`src/rtl/jump_engine.sv`:
```
// jump_engine: tick-based jump physics (launch, gravity, ceiling clamp, landing) for the runner.
// Optional macro DOUBLE_JUMP_EN accepts one extra press per airborne period.
module jump_engine #(
  parameter int CLOCK_FREQUENCY = 25000000,
  parameter int TICKS_PER_SEC   = 6,
  parameter int H_WIDTH         = 16,
  parameter int GROUND          = 110,
  parameter int CEILING         = 0,
  parameter int V0              = 8,
  parameter int GRAVITY         = 1
) (
  input  logic               Clock,
  input  logic               reset,
  input  logic               enable,
  input  logic               pause,
  input  logic               jump_key,
  output logic [H_WIDTH-1:0] height,
  output logic [H_WIDTH-1:0] velocity,
  output logic               jumping,
  output logic               apex,
  output logic               landed
);
  localparam int DIV = CLOCK_FREQUENCY / TICKS_PER_SEC;
  localparam int CW  = (DIV > 1) ? $clog2(DIV) : 1;
  localparam int SW  = H_WIDTH + 2;
  localparam logic [CW-1:0]        RELOAD    = CW'(DIV - 1);
  localparam logic signed [SW-1:0] GROUND_S  = SW'(GROUND);
  localparam logic signed [SW-1:0] CEILING_S = SW'(CEILING);

  typedef enum logic {GROUND_ST, AIR_ST} state_t;

  state_t                     state;
  logic                       key_q;
  logic [CW-1:0]              tick_cnt;
  logic                       press;
  logic                       tick;
  logic                       air_active;
  logic                       land_evt;
  logic                       air_press;
  logic                       air_jump;
  logic signed [H_WIDTH-1:0]  vel_s;
  logic signed [H_WIDTH-1:0]  vel_next;
  logic signed [SW-1:0]       nh;
  logic                       vel_pos;
  logic                       vel_next_nonpos;

  assign press      = jump_key & ~key_q;
  assign tick       = (tick_cnt == '0);
  assign air_active = (state == AIR_ST) && enable && !pause;

  // Height math runs two bits wider so overshoot past ground or ceiling stays visible.
  assign vel_s    = $signed(velocity);
  assign vel_next = vel_s - $signed(H_WIDTH'(GRAVITY));
  assign nh       = $signed({2'b00, height}) - SW'(vel_s);

  assign vel_pos         = !vel_s[H_WIDTH-1] && (vel_s != '0);
  assign vel_next_nonpos = vel_next[H_WIDTH-1] || (vel_next == '0);

  assign land_evt = air_active && tick && (nh >= GROUND_S);
  assign air_jump = air_active && air_press && !land_evt;

`ifdef DOUBLE_JUMP_EN
  logic air_used;
  assign air_press = press & ~air_used;

  always_ff @(posedge Clock) begin
    if (!reset || state == GROUND_ST || !enable || land_evt)
      air_used <= 1'b0;
    else if (air_jump)
      air_used <= 1'b1;
  end
`else
  assign air_press = 1'b0;
`endif

  always_ff @(posedge Clock) begin
    if (!reset) begin
      state    <= GROUND_ST;
      key_q    <= 1'b0;
      tick_cnt <= '0;
      height   <= H_WIDTH'(GROUND);
      velocity <= '0;
      jumping  <= 1'b0;
      apex     <= 1'b0;
      landed   <= 1'b0;
    end else begin
      key_q  <= jump_key;
      apex   <= 1'b0;
      landed <= 1'b0;
      case (state)
        GROUND_ST: begin
          if (press && enable && !pause) begin
            state    <= AIR_ST;
            jumping  <= 1'b1;
            velocity <= H_WIDTH'(V0);
            tick_cnt <= RELOAD;
          end
        end
        AIR_ST: begin
          if (!enable) begin
            state    <= GROUND_ST;
            tick_cnt <= '0;
            height   <= H_WIDTH'(GROUND);
            velocity <= '0;
            jumping  <= 1'b0;
          end else if (!pause) begin
            if (land_evt) begin
              state    <= GROUND_ST;
              tick_cnt <= '0;
              height   <= H_WIDTH'(GROUND);
              velocity <= '0;
              jumping  <= 1'b0;
              landed   <= 1'b1;
            end else if (air_jump) begin
              velocity <= H_WIDTH'(V0);
              tick_cnt <= RELOAD;
            end else if (tick) begin
              tick_cnt <= RELOAD;
              if (nh < CEILING_S) begin
                height   <= H_WIDTH'(CEILING);
                velocity <= '0;
                apex     <= 1'b1;
              end else begin
                height   <= nh[H_WIDTH-1:0];
                velocity <= vel_next;
                apex     <= vel_pos && vel_next_nonpos;
              end
            end else begin
              tick_cnt <= tick_cnt - CW'(1);
            end
          end
        end
        default: state <= GROUND_ST;
      endcase
    end
  end
endmodule
```
`config.mk`:
```
export PLATFORM = sky130hd
export DESIGN_NAME = jump_engine
export DESIGN_NICKNAME = d
export VERILOG_FILES = /design/src/rtl/jump_engine.sv
export SDC_FILE = /design/constraint.sdc
export NUM_CORES = 1
export LEC_CHECK = 0
export ABC_AREA = 0
export CAP_MARGIN = 25
export CORE_ASPECT_RATIO = 1.4
export CORE_UTILIZATION = 54
export CTS_BUF_LIST = sky130_fd_sc_hd__clkbuf_8
export CTS_CLUSTER_DIAMETER = 150
export DETAILED_ROUTE_END_ITERATION = 7
export PLACE_DENSITY = 0.89
export REMOVE_ABC_BUFFERS = 1
export SYNTH_ARGS = -nofsm -noshare
export SYNTH_HDL_FRONTEND = slang
export SYNTH_SLANG_ARGS = --single-unit
```
`constraint.sdc`:
```
create_clock -name Clock -period 3.2 [get_ports Clock]
set_clock_uncertainty 0.15 [all_clocks]
set_input_delay 0.8 -clock Clock [delete_from_list [all_inputs] [get_ports Clock]]
set_output_delay 0.8 -clock Clock [all_outputs]
set_load 0.1 [all_outputs]
```
# Word level (Yosys, flattened, before mapping)
# Index checks and enable logic that the tools add are counted.
# word_totals
output_inout_bits	35
register_bits	59
inputBits	5
# classes
eq_ne	6
addsub	3
bitwise_logic	6
n_lt_le_gt_ge	2
reduce_logical	20
mux	30
# ops
cell	n
$mux W16	11
$mux W22	5
$pmux W22 S2	1
$pmux W16 S2	1
$logic_not A22 Y1	1
$sub A22 B1 Y22 const B	1
$ge A18 B8 Y1 const B	1
$lt A18 B1 Y1 const B	1
$sub A17 B16 Y18	1
$logic_not A16 Y1	1
$reduce_bool A16 Y1	1
$sub A16 B2 Y16 const B	1
$mux W1	10
$reduce_and A3 Y1	3
$logic_and A1 B1 Y1	8
$reduce_or A6 Y1	1
$not A1 Y1	5
$ne A2 B2 Y1 const B	2
$ne A4 B2 Y1 const B	1
$pmux W1 S2	2
$reduce_or A4 Y1	1
$ne A3 B1 Y1 const B	1
$ne A3 B2 Y1 const B	1
$ne A3 B3 Y1 const B	1
other kinds (4)	5

# Longest topological paths before layout
# Gate-level depths: netlist (run 1).
# logic_depth
depth_word	8
mapped_depth	14
mapped_depth_nobuf	12

# Least setup slack after synthesis (run 1)
# OpenSTA, ideal clock, no wires.
# synth_timing
path_kind	register to register
start	register velocity[4]
end	register velocity[4]
stages_incl_launch_ff	14
period_less_slack_ns	4.054
setup_slack_ns	-0.854
setup_time_ns	0.076
path_buffers	2
arrival_time_ns	3.827
path_cell_list	dfxtp_1 inv_1 ha_1 buf_2 a21o_1 a31oi_1 a21oi_1 or3_1 a222oi_1 nand4_1 a211oi_4 buf_6 a21oi_1 o22ai_1
# synth_via
elab_chain_cells	8
# synth_lines
item	line_no	text
start: declaration	18	output logic [H_WIDTH-1:0] velocity,
start signal: assignment	95	velocity <= H_WIDTH'(V0);
start signal: assignment	115	velocity <= H_WIDTH'(V0);
start signal: assignment	125	velocity <= vel_next;
$sub A17 B16 Y18	54	assign nh = $signed({2'b00, height}) - SW'(vel_s);
$lt A18 B1 Y1	119	if (nh < CEILING_S) begin
$mux W16	119	
$mux W16	117	end else if (tick) begin
$mux W16	107	if (land_evt) begin
$mux W16	106	end else if (!pause) begin
$mux W16	100	if (!enable) begin
$pmux W16 S2	90	case (state)
# Several ways; a longest one is shown, not always the timed one. The select of a mux whose other input is x is not followed.
# A chain may end at the register's enable or synchronous reset.

# Worst setup path in the final report (run 1)
# layout_timing
start	register velocity[3]
end	register apex
# layout_via
elab_chain_cells	5
# layout_lines
item	line_no	text
branches (longest 5 deep; another with $sub A17 B16 Y18)	-	
end signal: assignment	126	apex <= vel_pos && vel_next_nonpos;
end: declaration	20	output logic apex,
# Parallel ways; which one is timed is not known.

==> results of run 1 <==
==> cells in the mapped netlist, types with 3 or more instances <==
cell | count | area, um2
nor2_1 | 52 | 195
xor2_1 | 5 | 43.8
o31ai_1 | 10 | 75.1
a211oi_1 | 3 | 22.5
nand2b_1 | 3 | 18.8
a21oi_1 | 54 | 270
mux2i_1 | 3 | 30.0
o2111ai_1 | 3 | 26.3
nand4_1 | 13 | 81.3
o21ai_0 | 19 | 95.1
clkbuf_1 | 15 | 56.3
a211o_1 | 3 | 26.3
ha_1 | 20 | 250
or3_1 | 23 | 144
nand3b_1 | 4 | 30.0
o211ai_1 | 3 | 22.5
inv_1 | 33 | 124
dfxtp_1 | 59 | 1180
nor3_1 | 16 | 80.1
nand3_1 | 22 | 110
buf_2 | 5 | 25.0
a31oi_1 | 4 | 25.0
a21oi_2 | 3 | 26.3
o21ai_1 | 10 | 50.1
xnor2_1 | 12 | 105
a21o_1 | 6 | 45.0
a32oi_1 | 3 | 26.3
or2_2 | 6 | 37.5
o21a_1 | 3 | 22.5
and3_1 | 10 | 62.6
o22ai_1 | 14 | 87.6
nor4_1 | 4 | 25.0
nor2b_1 | 4 | 25.0
nand2_1 | 40 | 150
==> kinds of logic (layout without fill, tap and decap cells) <==
kind of cell    count (synthesis)  in the layout  share of synthesized area, %
flops                          59             59                          29.3
simple gates                  212            212                          27.2
xor+xnor                       17             17                          3.70
fa+ha+maj                      21             21                          6.71
mux                             3              3                         0.746
buf+inv                        57            210                          5.87
compound gates                162            162                          26.4
==> repair_timing <==
item / in CTS / in global routing
resized for setup: 88 / 51
endpoints found under the setup margin: 38 / 38
gates cloned: 2 / 0
setup buffers: 9 / 8
pin swaps: 35 / 27
==> worst paths after layout <==
path | slack (ns) | to | cells past startpoint | from
min reg2reg | 0.32 | tick_cnt[6] | 2 | tick_cnt[6]
min | 0.32 | tick_cnt[6] | 2 | tick_cnt[6]
max reg2reg | -0.89 | apex | 12 | velocity[3]
max | -0.89 | apex | 12 | velocity[3]
==> flip-flops by register name (all words and copies together) (netlist names) <==
| name | cells |
|---|---|
| tick_cnt | 22 |
| velocity | 16 |
| apex | 1 |
| height | 16 |
| landed | 1 |
| jumping | 1 |
| state | 1 |
| key_q | 1 |
==> report_power, final <==
group | switching (W) | internal [W]
registers | 0.0000428 | 0.000772
clock network | 0.000353 | 0.000398
logic | 0.000432 | 0.000253
total | 0.000828 | 0.00142
==> critical path: stages (launching register included) <==
cell and delay [ns]:
dfxtp_2 0.33, inv_1 0.11, ha_2 0.37, nor2_2 0.37, a211o_1 0.35, buf_6 0.17
a21oi_4 0.06, or3_4 0.36, a222oi_1 0.29, nand4b_1 0.25, nor3_4 0.30, nand4_1 0.37
a2111oi_2 0.48
==> through the flow <==
stage | power, W | utilization, % | setup WS (ns) | hold slack, ns
after floorplan | 0.00116 | - | -0.997 | 0.292
after global placement | 0.00131 | 72.3 | -0.547 | 0.305
after detailed placement | 0.00133 | 72.3 | -0.583 | 0.306
after CTS | 0.00209 | 81.7 | -0.172 | 0.317
after global routing | 0.00229 | 86.7 | -0.860 | 0.354
final | 0.00225 | 86.7 | -0.886 | 0.321
==> layer usage <==
layer / up-vias / routed length, um / track usage (%)
met5: - / 17 / 0
met4: 2 / 2920 / 38.3
met3: 315 / 2820 / 10.9
met2: 689 / 8780 / 69.8
met1: 2603 / 6350 / 43.4
li1: 2263 / - / -
==> final cells by class <==
class	count	area, um2
Clock inverter	5	52.6
Fill cell	309	938
Sequential cell	59	1190
Clock buffer	11	151
Timing Repair Buffer	161	1260
Multi-Input combinational cell	415	3240
Tap cell	95	119
Inverter	33	124
==> flow_metrics.tcl, run 1 <==
set metrics [dict create \
    chipWidth_um 75.0 \
    cp.required_ns 3.30 \
    rsz0062_at_grt "yes" \
    io_pins 40 \
    synthDistinctLibCells 69 \
    cts_tree "built" \
    htree_num_levels 3 \
    fin_cells 779 \
    cts_num_sinks 59 \
    grt_max_degree 19 \
    yosysSeqAreaShare_pct 29.3 \
    dr.pass1.iters 8 \
    grt_pass1_wl_um 25400 \
    die_h_um 104 \
    max-slew-margin-rel_pct 47.9 \
    fmax_ghz 0.245 \
    fp.dieArea_mm2 0.00781 \
    layout_commonest_cell "buf_4" \
    dpl_cell_area_mm2 0.00511 \
    grt_pass1_vias 5275 \
    initial_core_util_pct 57.0 \
    p_per_area_mw_per_mm2 367 \
    worstPathArrival_ns 4.19 \
    core-area_mm2 0.00707 \
    place_inst 744 \
    synthCells 531 \
    status "finished with violations" \
    finalWeightedCongestion 0.959 \
    p_leak_nw 2.65 \
    drive_above_1_share_pct 41.8 \
    synth_area_mm2 0.00403 \
    finalCritPeriodShare_pct 128 \
    drc_errors 91 \
    first_iter_violations 1169 \
    wirelength_um 20900 \
    grt-ovfl-total 0 \
    maxCapViolCount 0 \
    setup_violations 38 \
    num_rows 36 \
    path_class "reg2reg" \
    track_usage_pct 43.0 \
    vias 5872 \
    tns_ns -19.04 \
    antenna_found_initial 0 \
    fin_crit_ns 4.09 \
    path_clk_slew_ns 0.08 \
    synth_ff_type "dfxtp_1" \
    setup_ws_ns -0.886 \
    clk_path_buf_depth 2 \
    hold_path_class "reg2reg" \
    hold_buffers 0 \
    synth.ff_latch_count 59 \
    root_buffer "clkbuf_8" \
    syn_area_per_cell_um2 7.58 \
    ir_drop_uv 307 \
    slew_violations 0 \
    synth_edf_count 0 \
    ant_nets 0 \
    portBuffers 39 \
    endpoint_kind "flip-flop" \
    dpl.hpwl_um 9820 \
    layout_common_cells "buf_4 (148), nor2_1 (51), dfxtp_1 (51)" \
    yosysWarnings 0 \
    start_kind "flip-flop" \
    path_max_fanout 7 \
    violations "design-rule violations, negative setup slack" \
    hold_viol_final 0 \
    worst_pin_slew_ns 0.775 \
    cts_buffers 9 \
    synthArstFlopShare_pct 0 \
    antennaDiodeCount 0 \
    clock_latency_ns 0.37 \
    vias_per_cell 7.54 \
    fin_nets 705 \
    routedWlPerCell_um 26.8 \
    syn_to_final_growth_pct 52.3 \
    fin_area_mm2 0.00613 \
]
Power figures use the tool's default switching activity.
==> run 2, diff against run 1 <==
- CORE_MARGIN: default -> 2
==> flow_metrics.tcl, run 2 (synthesis gave the netlist of run 1 again) <==
set metrics [dict create \
    drive_above_1_share_pct 39.6 \
    max-slew-margin-rel_pct 14.0 \
    rsz0062_at_grt "yes" \
    grt-ovfl-total 0 \
    fin_cells 768 \
    tns_ns -17.00 \
    fmax_ghz 0.265 \
    setup_violations 38 \
    top_register "tick_cnt" \
    worst_pin_slew_ns 1.29 \
    grt_pass1_wl_um 24500 \
    finalWeightedCongestion 0.974 \
    path_clk_slew_ns 0.08 \
    antenna_found_initial 0 \
    vias_per_cell 7.13 \
    layout_commonest_cell "buf_4" \
    cts_buffers 9 \
    die_h_um 106 \
    cp.required_ns 3.34 \
    ant_nets 0 \
    root_buffer "clkbuf_8" \
    p_int_w 0.00139 \
    p_sw_share_pct 36.0 \
    clock_latency_ns 0.36 \
    hold_path_class "reg2reg" \
    dpl.hpwl_um 10000 \
    syn_to_final_growth_pct 47.6 \
    drc_errors 0 \
    slew_violations 0 \
    hold_buffers 0 \
    grt_pass1_vias 5084 \
    ir_drop_uv 303 \
    reg.largest.list "tick_cnt x22, height x16, velocity x16" \
    portBuffers 39 \
    hold_viol_final 0 \
    r2r_slack_ns -0.58 \
    grt_max_degree 19 \
    layout_common_cells "buf_4 (135), nor2_1 (52), dfxtp_1 (51)" \
    finalCritPeriodShare_pct 118 \
    dr.pass1.iters 8 \
    cts_tree "built" \
    maxCapViolCount 0 \
    wirelength_um 19200 \
    track_usage_pct 38.3 \
    fillers 429 \
    place_ws_ns -0.684 \
    fp.dieArea_mm2 0.00818 \
    whs_ns 0.324 \
    io_pins 40 \
    endpoint_kind "flip-flop" \
    worstPathArrival_ns 3.92 \
    antennaDiodeCount 0 \
    fin_crit_ns 3.78 \
    chipWidth_um 77.0 \
    p_per_area_mw_per_mm2 365 \
    seq_power_share_pct 37.5 \
    clockPowerShare_pct 32.4 \
    core-area_mm2 0.00731 \
    fin_nets 693 \
    vias 5474 \
    p_leak_nw 2.55 \
    initial_core_util_pct 55.1 \
    htree_num_levels 3 \
    comb_power_share_pct 30.1 \
    start_kind "flip-flop" \
    switchingPower_w 0.000783 \
    violations "negative setup slack" \
    total_power_w 0.00217 \
    largest_reg_flops 22 \
    status "finished with violations" \
    num_rows 37 \
    clk_path_buf_depth 2 \
    routedWlPerCell_um 25.0 \
    place_inst 735 \
    setup_ws_ns -0.579 \
    cts_num_sinks 59 \
    path_max_fanout 8 \
    path_class "reg2reg" \
    first_iter_violations 800 \
]
==> run 2: changes by cell type in the layout (fill, tap and decap cells not counted), moves of 2 or more <==
cell and delta:
buf_4 -13, a21oi_2 +4, a21oi_4 -4, ha_1 +2
ha_4 -2, or3_1 +2, or3_4 -2
==> run 2: cell type report <==
cell class | count | area [um2] | area share, %
Sequential cell | 59 | 1190 | 20.0
Clock inverter | 5 | 53.8 | 0.905
Timing Repair Buffer | 149 | 1170 | 19.7
Clock buffer | 10 | 138 | 2.31
Multi-Input combinational cell | 415 | 3140 | 52.9
Tap cell | 97 | 121 | 2.04
Inverter | 33 | 124 | 2.08
==> run 2: layer usage <==
layer,GRT usage [%],up-vias,part of all wire (%)
met3,9.59,239,12
met4,31.4,2,11
li1,-,2236,-
met2,68.2,542,46
met1,36.8,2455,31
met5,0,-,0.20
==> run 2: worst max-delay path, stage by stage, from the launching register on <==
cell	delay, ns
dfxtp_2	0.35
inv_2	0.05
ha_4	0.16
fa_2	0.36
buf_4	0.14
buf_4	0.13
nor2b_2	0.11
o2111ai_2	0.16
buf_4	0.19
a211oi_2	0.24
or3_1	0.18
nor4bb_2	0.30
nand4_1	0.23
a211oi_4	0.27
buf_6	0.19
buf_8	0.15
a21oi_1	0.11
o22ai_1	0.23
==> run 2: repair_timing <==
item / in CTS / in global routing
endpoints found under the setup margin: 38 / 38
setup buffers: 9 / 8
gates resized for setup: 74 / 52
cloned: 1 / 0
pin swaps: 39 / 27
==> run 2: power by group through the flow <==
stage	sequential [W]	clock, W	combinational, W
floorplan	0.000851	0	0.000312
global placement	0.000825	0	0.000474
detailed placement	0.000828	0	0.000498
CTS	0.000811	0.000693	0.000542
global route	0.000819	0.000730	0.000688
finish	0.000814	0.000704	0.000655
==> run 2: metrics by stage <==
stage | instance area [um2] | util, %
2_1_floorplan | 3920 | -
3_3_place_gp | 5030 | 68.8
3_5_place_dp | 5030 | 68.8
4_1_cts | 5640 | 77.1
5_1_grt | 5950 | 81.3
6_report | 5950 | 81.3
==> run 2: final timing paths <==
| kind | from | to | depth (start not counted) |
|---|---|---|---|
| worst max register to register | height[0] | velocity[14] | 17 |
| worst min-delay path | tick_cnt[6] | tick_cnt[6] | 2 |
| worst max-delay path | height[0] | velocity[14] | 17 |
| worst min register to register | tick_cnt[6] | tick_cnt[6] | 2 |
==> run 3, diff against run 2 <==
- CORE_ASPECT_RATIO: 1.4 -> 0.5
==> flow_metrics.tcl, run 3 (synthesis gave the netlist of run 1 again) <==
set metrics [dict create \
    fin_nets 695 \
    comb_power_share_pct 29.8 \
    antennaDiodeCount 0 \
    p_leak_nw 2.57 \
    path_class "reg2reg" \
    grt-ovfl-total 0 \
    die_h_um 65.1 \
    cp.required_ns 3.30 \
    fp.dieArea_mm2 0.00821 \
    hold_path_class "reg2reg" \
    layout_common_cells "buf_4 (140), dfxtp_1 (53), nor2_1 (52)" \
    wirelength_um 17900 \
    ant_nets 0 \
    dr.pass1.iters 8 \
    vias_per_cell 7.18 \
    portBuffers 39 \
    setup_ws_ns -0.655 \
    routedWlPerCell_um 23.3 \
    num_rows 22 \
    cts_buffers 9 \
    slew_violations 0 \
    fin_area_mm2 0.00593 \
    ir_drop_uv 178 \
    clockPowerShare_pct 32.0 \
    fmax_ghz 0.259 \
    setup_violations 38 \
    reg2reg_from "velocity[2]" \
    clock_latency_ns 0.37 \
    worst_pin_slew_ns 1.42 \
    syn_to_final_growth_pct 47.1 \
    clk_path_buf_depth 2 \
    maxCapViolCount 0 \
    grt_pass1_vias 4799 \
    finalWeightedCongestion 0.930 \
    layout_commonest_cell "buf_4" \
    cts_tree "built" \
    p_per_area_mw_per_mm2 359 \
    track_usage_pct 35.3 \
    htree_num_levels 3 \
    grt_pass1_wl_um 23000 \
    largest_reg_flops 22 \
    start_kind "flip-flop" \
    whs_ns 0.325 \
    chipWidth_um 126 \
    initial_core_util_pct 55.4 \
    top_register "tick_cnt" \
    violations "design-rule violations, negative setup slack" \
    core-area_mm2 0.00727 \
    endpoint_kind "flip-flop" \
    drc_errors 122 \
    cp-startpoint "velocity[2]" \
    root_buffer "clkbuf_8" \
    hold_buffers 0 \
    drive_above_1_share_pct 38.7 \
    finalCritPeriodShare_pct 120 \
    rsz0062_at_grt "yes" \
    total_power_w 0.00213 \
    max-slew-margin-rel_pct 4.95 \
    multi_input_area_mm2 0.00313 \
    fillers 393 \
    cts_num_sinks 59 \
    first_iter_violations 1188 \
    grt_max_degree 19 \
    p_int_w 0.00135 \
    final-seq-area_mm2 0.00119 \
    path_clk_slew_ns 0.07 \
    antenna_found_initial 0 \
    reg.largest.list "tick_cnt x22, height x16, velocity x16" \
    path_max_fanout 6 \
    status "finished with violations" \
    dpl_cell_area_mm2 0.00508 \
    vias 5530 \
    switchingPower_w 0.000778 \
    fin_crit_ns 3.85 \
    worstPathArrival_ns 3.96 \
    dpl.hpwl_um 9220 \
    tns_ns -19.35 \
    seq_power_share_pct 38.2 \
    min_from "tick_cnt[6]" \
    p_sw_share_pct 36.5 \
    hold_viol_final 0 \
    io_pins 40 \
]
-- run 3: final cells by class --
class	instances	share of cell area (%)
Multi-Input combinational cell	415	52.8
Sequential cell	59	20.1
Timing Repair Buffer	151	19.8
Clock buffer	12	2.79
Inverter	33	2.09
Tap cell	96	2.03
Clock inverter	4	0.422
-- run 3: timing repair --
item	CTS	global route
gates resized for setup	62	51
setup endpoints to repair	38	38
gates cloned	0	0
buffers inserted	7	6
pin swaps	33	23
-- run 3: worst paths after layout --
check | cells after the start | slack [ns] | to
max | 14 | -0.65 | velocity[5]
min | 2 | 0.32 | tick_cnt[6]
max reg2reg | 14 | -0.65 | velocity[5]
min reg2reg | 2 | 0.32 | tick_cnt[6]
-- run 3: metrics by stage --
stage	worst slack, ns	cells	util (%)
after floorplan	-0.997	507	-
after global placement	-0.336	741	69.9
after detailed placement	-0.343	741	69.9
after CTS	-0.00982	764	77.4
after global routing	-0.538	770	81.5
final	-0.655	770	81.5
-- run 3: power groups by stage --
stage / logic (W) / clock network (W) / registers, W
after floorplan: 0.000312 / 0 / 0.000851
after global placement: 0.000477 / 0 / 0.000825
after detailed placement: 0.000491 / 0 / 0.000826
after CTS: 0.000537 / 0.000668 / 0.000811
after global routing: 0.000671 / 0.000702 / 0.000817
final: 0.000635 / 0.000681 / 0.000814
-- run 3: worst max-delay path, cell delays in order, from the launching register on --
cell,delay (ns)
dfxtp_1,0.37
inv_1,0.09
ha_1,0.30
buf_4,0.19
a21oi_1,0.22
o21ai_1,0.29
xnor2_1,0.36
o31ai_1,0.21
a32oi_1,0.32
nand4_1,0.21
a211oi_4,0.29
buf_6,0.17
buf_6,0.12
a21oi_2,0.06
o22ai_2,0.36
-- run 3: routing by layer --
metal | global-route usage, % | up-vias | part of all wire, %
li1 | - | 2246 | -
met1 | 42.0 | 2451 | 35
met2 | 59.6 | 588 | 42
met3 | 8.26 | 245 | 13
met4 | 19.5 | 0 | 9.9
met5 | 0 | - | 0
